## config.mk

```make
export PLATFORM = sky130hd
export DESIGN_NAME = rf_param
export DESIGN_NICKNAME = d
export VERILOG_FILES = /design/src/rtl/rf_pkg.sv /design/src/rtl/rf_clear_seq.sv /design/src/rtl/rf_param.sv
export SDC_FILE = /design/constraint.sdc
export NUM_CORES = 2
export LEC_CHECK = 0
export ABC_AREA = 1
export ABC_CLOCK_PERIOD_IN_PS = 5780
export CAP_MARGIN = 20
export CELL_PAD_IN_SITES_DETAIL_PLACEMENT = 1
export CELL_PAD_IN_SITES_GLOBAL_PLACEMENT = 2
export CORE_MARGIN = 2
export CORE_UTILIZATION = 38
export DETAILED_ROUTE_END_ITERATION = 6
export GPL_TIMING_DRIVEN = 1
export PLACE_DENSITY_LB_ADDON = 0.1
export REMOVE_ABC_BUFFERS = 1
export SETUP_SLACK_MARGIN = 0.1
export SYNTH_ARGS = -nofsm -noshare
export SYNTH_HDL_FRONTEND = slang
export SYNTH_HIERARCHICAL = 1
export SYNTH_SLANG_ARGS = --single-unit
```

## constraint.sdc

```tcl
create_clock -name clock -period 5.78 [get_ports clock]
set_input_delay 1.156 -clock clock [delete_from_list [all_inputs] [get_ports clock]]
set_output_delay 1.156 -clock clock [all_outputs]
set_load 0.01 [all_outputs]
```

## src/rtl/rf_pkg.sv

```systemverilog
// Shared types and default sizes for the parametrised register file.
// Holds the clear-sequencer state encoding and a zero-word constant.
package rf_pkg;

   localparam int unsigned RF_DATA_W = 32;
   localparam int unsigned RF_ADDR_W = 5;

   localparam logic [RF_DATA_W-1:0] RF_ZERO_WORD = '0;

   typedef enum logic [0:0] {
      RF_IDLE  = 1'b0,
      RF_SWEEP = 1'b1
   } rf_state_e;

endpackage

```

## src/rtl/rf_clear_seq.sv

```systemverilog
// Clear sequencer: walks every entry once, one per cycle, after a clear request.
// Reports busy for the whole sweep and a one-cycle done pulse afterwards.
module rf_clear_seq
   import rf_pkg::*;
#(
   parameter int unsigned ADDR_WIDTH = RF_ADDR_W
) (
   input  logic                  clock,
   input  logic                  reset_n,
   input  logic                  clear_req,
   output logic                  busy,
   output logic                  clear_done,
   output logic                  clr_en,
   output logic [ADDR_WIDTH-1:0] clr_addr
);

   localparam logic [ADDR_WIDTH-1:0] LAST_ADDR = '1;

   rf_state_e             state_q, state_d;
   logic [ADDR_WIDTH-1:0] cnt_q, cnt_d;
   logic                  done_q, done_d;

   // State register
   always_ff @(posedge clock or negedge reset_n) begin
      if (!reset_n) begin
         state_q <= RF_IDLE;
         cnt_q   <= '0;
         done_q  <= 1'b0;
      end else begin
         state_q <= state_d;
         cnt_q   <= cnt_d;
         done_q  <= done_d;
      end
   end

   // Next-state logic; the counter wraps to zero on the final entry
   always_comb begin
      state_d = state_q;
      cnt_d   = cnt_q;
      done_d  = 1'b0;
      case (state_q)
         RF_IDLE: begin
            if (clear_req) begin
               state_d = RF_SWEEP;
            end
         end
         RF_SWEEP: begin
            cnt_d = cnt_q + ADDR_WIDTH'(1);
            if (cnt_q == LAST_ADDR) begin
               state_d = RF_IDLE;
               done_d  = 1'b1;
            end
         end
         default: begin
            state_d = RF_IDLE;
            cnt_d   = '0;
         end
      endcase
   end

   // Outputs decoded straight from flops
   always_comb begin
      busy       = (state_q == RF_SWEEP);
      clr_en     = (state_q == RF_SWEEP);
      clr_addr   = cnt_q;
      clear_done = done_q;
   end

endmodule

```

## src/rtl/rf_param.sv

```systemverilog
// Parametrised two-read/one-write register file with optional zero register,
// write-to-read bypass, registered read outputs and a sequenced clear engine.
module rf_param
   import rf_pkg::*;
#(
   parameter int unsigned DATA_WIDTH = RF_DATA_W,
   parameter int unsigned ADDR_WIDTH = RF_ADDR_W,
   parameter int unsigned ZERO_REG   = 1,
   parameter int unsigned BYPASS     = 1,
   parameter int unsigned REG_OUT    = 0
) (
   input  logic                  clock,
   input  logic                  reset_n,
   input  logic                  read_enabled,
   input  logic [ADDR_WIDTH-1:0] read_addr_s,
   input  logic [ADDR_WIDTH-1:0] read_addr_t,
   input  logic                  write_enabled,
   input  logic [ADDR_WIDTH-1:0] write_addr,
   input  logic [DATA_WIDTH-1:0] write_data,
   input  logic                  clear_req,
   output logic [DATA_WIDTH-1:0] outA,
   output logic [DATA_WIDTH-1:0] outB,
   output logic                  busy,
   output logic                  clear_done
);

   localparam int unsigned DEPTH = 1 << ADDR_WIDTH;
   localparam logic [DATA_WIDTH-1:0] ZERO_WORD = DATA_WIDTH'(RF_ZERO_WORD);

   logic [DATA_WIDTH-1:0] mem_q [DEPTH];
   logic [DATA_WIDTH-1:0] mem_d [DEPTH];

   logic                  clr_en;
   logic [ADDR_WIDTH-1:0] clr_addr;
   logic                  we_eff;
   logic [DATA_WIDTH-1:0] rd_a, rd_b;

   rf_clear_seq #(
      .ADDR_WIDTH (ADDR_WIDTH)
   ) u_clear_seq (
      .clock      (clock),
      .reset_n    (reset_n),
      .clear_req  (clear_req),
      .busy       (busy),
      .clear_done (clear_done),
      .clr_en     (clr_en),
      .clr_addr   (clr_addr)
   );

   // Writes are suppressed while sweeping and, optionally, to entry 0
   always_comb begin
      we_eff = write_enabled & ~busy;
      if ((ZERO_REG != 0) && (write_addr == '0)) begin
         we_eff = 1'b0;
      end
   end

   // Array next state; sweep and write never coincide since busy blocks writes
   always_comb begin
      mem_d = mem_q;
      if (clr_en) begin
         mem_d[clr_addr] = ZERO_WORD;
      end
      if (we_eff) begin
         mem_d[write_addr] = write_data;
      end
   end

   always_ff @(posedge clock or negedge reset_n) begin
      if (!reset_n) begin
         for (int unsigned i = 0; i < DEPTH; i++) begin
            mem_q[ADDR_WIDTH'(i)] <= ZERO_WORD;
         end
      end else begin
         mem_q <= mem_d;
      end
   end

   // Per-port read value before the optional output register
   always_comb begin
      rd_a = mem_q[read_addr_s];
      rd_b = mem_q[read_addr_t];
      if ((BYPASS != 0) && we_eff && (write_addr == read_addr_s)) begin
         rd_a = write_data;
      end
      if ((BYPASS != 0) && we_eff && (write_addr == read_addr_t)) begin
         rd_b = write_data;
      end
      if ((ZERO_REG != 0) && (read_addr_s == '0)) begin
         rd_a = ZERO_WORD;
      end
      if ((ZERO_REG != 0) && (read_addr_t == '0)) begin
         rd_b = ZERO_WORD;
      end
   end

   generate
      if (REG_OUT != 0) begin : g_reg_out
         logic [DATA_WIDTH-1:0] out_a_q, out_a_d;
         logic [DATA_WIDTH-1:0] out_b_q, out_b_d;

         // Capture on read strobe, hold otherwise
         always_comb begin
            out_a_d = out_a_q;
            out_b_d = out_b_q;
            if (read_enabled) begin
               out_a_d = rd_a;
               out_b_d = rd_b;
            end
         end

         always_ff @(posedge clock or negedge reset_n) begin
            if (!reset_n) begin
               out_a_q <= ZERO_WORD;
               out_b_q <= ZERO_WORD;
            end else begin
               out_a_q <= out_a_d;
               out_b_q <= out_b_d;
            end
         end

         assign outA = out_a_q;
         assign outB = out_b_q;
      end else begin : g_comb_out
         assign outA = read_enabled ? rd_a : ZERO_WORD;
         assign outB = read_enabled ? rd_b : ZERO_WORD;
      end
   endgenerate

endmodule

```

## Word level (Yosys, flattened, before mapping)

Cells that the tools add are included.

- Register bits: 1,031
- Output and inout port bits: 66
- Bits of input ports: 52
- Logic and storage cells: 85

- Reduce and logical (&&, ||, !) cells: 7
- $lt $le $gt $ge: 6
- $add $sub $neg: 1
- Bitwise logic cells: 8
- Mux-type cells: 25
- Eq/ne operators: 3

Operators with widths:

| cell | number |
|---|---|
| $mux 1024 | 2 |
| $and 1024x1024->1024 | 1 |
| $bwmux 1024 | 1 |
| $not 1024->1024 | 1 |
| $mux 32 | 12 |
| $bmux 32 s5 | 2 |
| $demux 32 s5 | 2 |
| $ge 6x6->1 const B | 4 |
| $not 5->6 | 4 |
| $logic_not 5->1 | 3 |
| $lt 6x1->1 const B | 2 |
| $eq 5x5->1 | 2 |
| $add 5x1->5 const B | 1 |
| $eq 5x5->1 const B | 1 |
| $mux 1 | 5 |
| $logic_and 1x1->1 | 4 |
| $pmux 1 s2 | 1 |
| $and 1x1->1 | 1 |
| $not 1->1 | 1 |

## Logic depth before layout (Yosys ltp)

- Depth after elaboration: 10
- Gate-level depth with buffers: 13
- Depth with buffers taken out: 10

## By module

Netlist, hierarchy kept.

Modules (own cells, without submodules):

| module | area an instance (µm²) | instances | sequential area each (µm²) | cells each |
|---|---|---|---|---|
| rf_param | 65,567.9 | 1 | 25,624.6 | 10,388 |
| rf_clear_seq | 327.8 | 1 | 175.2 | 33 |

## Worst setup path before layout

No wires, ideal clock.

- Path type: input port to output port
- Start: in write_addr[3]
- End: out outA[12]
- Cell stages on the path: 10
- Data arrival time: 2.528 ns
- Required time: 4.624 ns
- Slack: 2.096 ns
- Path buffers: 3
- Path through: buf_2 > nor3_4 > nand2_2 > nand2_4 > inv_4 > buf_6 > buf_2 > nand3_1 > nand2_1 > a21oi_1

- Word-level cells in the longest chain between the ends: 6
- Elaborated cells on any way between the ends: 7
- Those cells by class: eq/ne (1); mux (4); reduce/logical (2)

RTL lines:

| item | line | source |
|---|---|---|
| from (decl) | rf_param.sv:18 | `input logic [ADDR_WIDTH-1:0] write_addr,` |
| $logic_not 5->1 | rf_param.sv:53 | `if ((ZERO_REG != 0) && (write_addr == '0)) begin` |
| $mux 1 | rf_param.sv:53 |  |
| $logic_and 1x1->1 * | rf_param.sv:83 | `if ((BYPASS != 0) && we_eff && (write_addr == read_addr_s)) begin` |
| $mux 32 * | rf_param.sv:83 |  |
| $mux 32 * | rf_param.sv:89 | `if ((ZERO_REG != 0) && (read_addr_s == '0)) begin` |
| $mux 32 * | rf_param.sv:125 | `assign outA = read_enabled ? rd_a : ZERO_WORD;` |
| to (decl) | rf_param.sv:21 | `output logic [DATA_WIDTH-1:0] outA,` |

Mark *: on every way between the ends. The rest lies on a longest branch, timed or not.

## Worst setup path in the final report

- Start: in read_addr_s[0]
- End: out outA[24]

- Word-level cells in the longest chain between the ends: 7
- Elaborated cells on any way between the ends: 10
- Those cells by class: eq/ne (1); mux (6); bitwise (1); reduce/logical (2)

RTL lines:

| item | line | source |
|---|---|---|
| from (decl) | rf_param.sv:15 | `input logic [ADDR_WIDTH-1:0] read_addr_s,` |
| $not 5->6 (implied by the code) | rf_param.sv:81 | `rd_a = mem_q[read_addr_s];` |
| $bmux 32 s5 | rf_param.sv:81 |  |
| $mux 32 (implied by the code) (2 in a row) | rf_param.sv:81 |  |
| $mux 32 | rf_param.sv:83 |  |
| $mux 32 * | rf_param.sv:89 |  |
| $mux 32 * | rf_param.sv:125 |  |

Mark *: on every way between the ends. The rest lies on a longest branch, timed or not. The select of a mux whose other input is x is not followed.

==> results.md <==
- Reg2reg setup slack: 2.07 ns
- Netlist cell types: 31
- Vias: about 71000
- Slew Viols, Final: 0
- Post-synth EDFFs: 0
- GPL Wtd Cong: a little over 0.9
- Total Power: 22.62 mW
- CP Cell Sequence: buf_8 -> buf_12 -> xor2_1 -> nor3_4 -> nand2_4 -> nand3_1 -> nand2_1 -> inv_1 -> clkdlybuf4s50_1
- Postcts setup bufs: 0
- Initial Util: a little under two fifths
- Multi-input gate area: 32420 sq um
- Share of cells above drive strength 1: between 5 and 6%
- Number of port buffers: 117
- Nets: 10160
- Final Hold Fails: 0
- Crit start category: input pin
- IO Pins: roughly 120
- Fin crit share: a little over nine tenths
- Largest net degree at the start of global routing: 149
- Max-slew headroom: approximately a fifth
- Synth Cell Area: between 60000 and 70000 sq um
- Sw Ratio: between 30 and 40%
- Power density cells: just over 300 nW/um^2
- P&R area growth vs syn: 12.64%
- Htree depth: 4
- Area of the die: 176800 sq um
- Post-cts resize count: 0
- Most used DFF post-synth: dfrtp_1
- Setup Viol. Count Final: 0
- Finished Core Util: 43.17%
- Total core area: 171900 sq um
- Final HPWL DP: around 220000 um
- Worst-skew pair later-pin latency: between 0.8 and 0.9 ns
- Gate count of the mapped netlist: about 10000
- Row count: between 150 and 200
- Clock Tree Root: clkbuf_16
- First-pass GRT wire length: roughly 500000 um
- Critical R2R Launch: u_clear_seq/busy
- Worst setup EP type: primary output
- Antenna-violating nets left: 0
- Max-cap violations: 0
- Reg area: between 20000 and 30000 sq um
- Grt total ovfl: 0
- Synth Area per Inst: 6.323 sq um
- Die span in x: about 420 um
- Gr usage total: approximately two fifths
- CTS tree: done
- Worst EP arrival: between 4 and 5 ns
- Status: completed
- Internal power: 14.55 mW
- CTS clock-pin slew for the worst setup and hold paths: about 0.050 ns
- TritonCTS Buffers: roughly 140
- Ys async rst share: 100.0%
- Max clock buf depth: 3
- Unrepaired setup endpoints after global routing: no
- Leak pwr: about 38 nW
- Clock skew: around 0.030 ns
- Fillers: around 22000
- Clock sinks: slightly above 1000
- Tightest Pin Transition: around 1.2 ns
- Final hold slack: between 0.3 and 0.4 ns
- Net switching power: 8.074 mW
- F_max: 180.4 MHz
- WP data required: 4.62 ns
- Worst hold path class: input pin to async pin
- Crit Path Class: input pin to primary output
- Sequential power share: between 30% and 40%
- Post-synthesis register bit count: approximately 1000
- CP max stage delay: ~0.56 ns
- Crit path time final: about 5.5 ns
- WL/cell: roughly 27 um
- Worst r2r dst: mem_q[306]
- 1st-iter DRT viols: 6355
- Vias in the first global route: ~70000
- Die height: between 400 and 500 um
- Slowest cell on the critical path: clkdlybuf4s50_1
- Fin Setup TNS: 0 ns
- Cell count of the worst reg-to-reg path: 6
- Combinational fraction of design power: 24.8%
- Pre-Repair DR Iteration Count: 6
- Seq/Total Area, Yosys: 39.15%
- Delay-heaviest family, CP: buffers and inverters
- Buffer and inverter count on the worst path: 4
- WL final: between 300000 and 400000 um
- VDD IR-drop max: 0.0003251 V
- Initial antenna violation count: 11
- DR vias/cell: around 5.7
- # DRC: 0
- Max Fanout on Critical Path: ~150
- Ys Warns: 6
- Clk pwr share: 39.4%
- Post-CTS Hold Buffers: 0
stage by stage:
| stage | area, sq um | setup slack [ns] | std cells |
|---|---|---|---|
| after global placement | 69570 | 0.3029 | 12280 |
| final | 74220 | 0.2360 | 12530 |
| after global routing | 74220 | 0.2796 | 12520 |
| after detailed placement | 69620 | 0.3227 | 12280 |
| after floorplan | 62240 | -0.6779 | 9576 |
| after CTS | 74200 | 0.3004 | 12520 |
power by group through the flow:
stage | logic (mW) | registers [mW] | clock network [mW]
after floorplan | 2.80 | 8.14 | 0
after global placement | 5.33 | 8.20 | 0
after detailed placement | 5.46 | 8.23 | 0
after CTS | 5.49 | 8.10 | 9.02
after global routing | 6.03 | 8.16 | 9.29
final | 5.61 | 8.10 | 8.91
area by class of cell:
class / count / area share [%]
Multi-Input combinational cell: 7411 / 43.68
Sequential cell: 1031 / 34.76
Inverter: 1134 / 5.792
Timing Repair Buffer: 394 / 5.688
Clock buffer: 205 / 5.662
Tap cell: 2310 / 3.894
Clock inverter: 36 / 0.5125
Antenna cell: 5 / 0.01686
worst register-to-register path, cell delays in order (launching register included):
cell	delay (ns)
dfrtp_1	0.71
nand3_1	0.98
nor2_4	1.07
buf_4	0.52
nor2_1	0.09
nand2_1	0.07
o21ai_0	0.10
cells in the mapped netlist, types with 2 or more instances:
cell type / instances / share of area [%]
nand3_2: 4 / 0.061
o211ai_1: 78 / 0.89
clkbuf_1: 498 / 2.8
nand3_1: 1754 / 13
dfrtp_1: 1031 / 39
nor3_4: 2 / 0.049
buf_4: 54 / 0.62
nor3_2: 2 / 0.030
nor4_4: 2 / 0.065
inv_1: 1125 / 6.4
xnor2_1: 6 / 0.080
a21oi_1: 64 / 0.49
o21ai_0: 935 / 7.1
buf_1: 115 / 0.66
ha_1: 2 / 0.038
buf_2: 168 / 1.3
o21ai_1: 87 / 0.66
nor2_2: 3 / 0.028
nor3_1: 4 / 0.030
nand2_4: 19 / 0.32
nand2_2: 10 / 0.095
nor2_1: 1003 / 5.7
inv_2: 6 / 0.034
nand2_1: 3393 / 19
buf_6: 10 / 0.17
xor2_1: 6 / 0.080
nand3_4: 2 / 0.053
clkinv_1: 2 / 0.011
nand3b_1: 34 / 0.39
layer usage:
layer  track usage, %  wire length (um)  up-vias
met3            5.548             20960      835
li1                 -                 -    31960
met5                0                55        -
met2            60.34            152600     2654
met4            28.15             28830        8
met1            48.58            140900    35840
state kept, by name, indices dropped and copies added, names as in the netlist:
signal / flops
u_clear_seq/clr_addr: 5
u_clear_seq/clear_done: 1
mem_q: 1024
u_clear_seq/busy: 1
how the worst max path moves through the flow:
stage | start | end | slack, ns | cells past startpoint
after floorplan | read_addr_s[0] | outA[10] | -0.68 | 10
after global placement | read_addr_s[0] | outA[12] | 0.30 | 11
after detailed placement | read_addr_s[0] | outA[12] | 0.32 | 11
after CTS | read_addr_s[0] | outA[12] | 0.30 | 11
after global routing | read_addr_s[0] | outA[24] | 0.28 | 9
final | read_addr_s[0] | outA[24] | 0.24 | 9
cell families after synthesis:
kind of cell	share of synthesized area [%]
compound gates	9.137
xor+xnor	0.1595
fa+ha+maj	0.03797
buf+inv	12.02
flops	39.15
simple gates	39.50
layout by cell type, fill, tap and decap left out, drive strengths merged:
| cell | count |
|---|---|
| buf | 287 |
| nor2 | 1006 |
| diode | 5 |
| o21ai | 1022 |
| clkbuf | 206 |
| nand2 | 3422 |
| and3 | 1 |
| clkinvlp | 5 |
| clkinv | 18 |
| xnor2 | 6 |
| inv | 1141 |
| bufinv | 6 |
| dfrtp | 1031 |
| xor2 | 6 |
| nor3 | 8 |
| a21oi | 64 |
| ha | 2 |
| nor4 | 2 |
| o211ai | 78 |
| clkdlybuf4s50 | 106 |
| nand3 | 1760 |
| nand3b | 34 |
No activity file was read; power rests on OpenSTA's default activity.
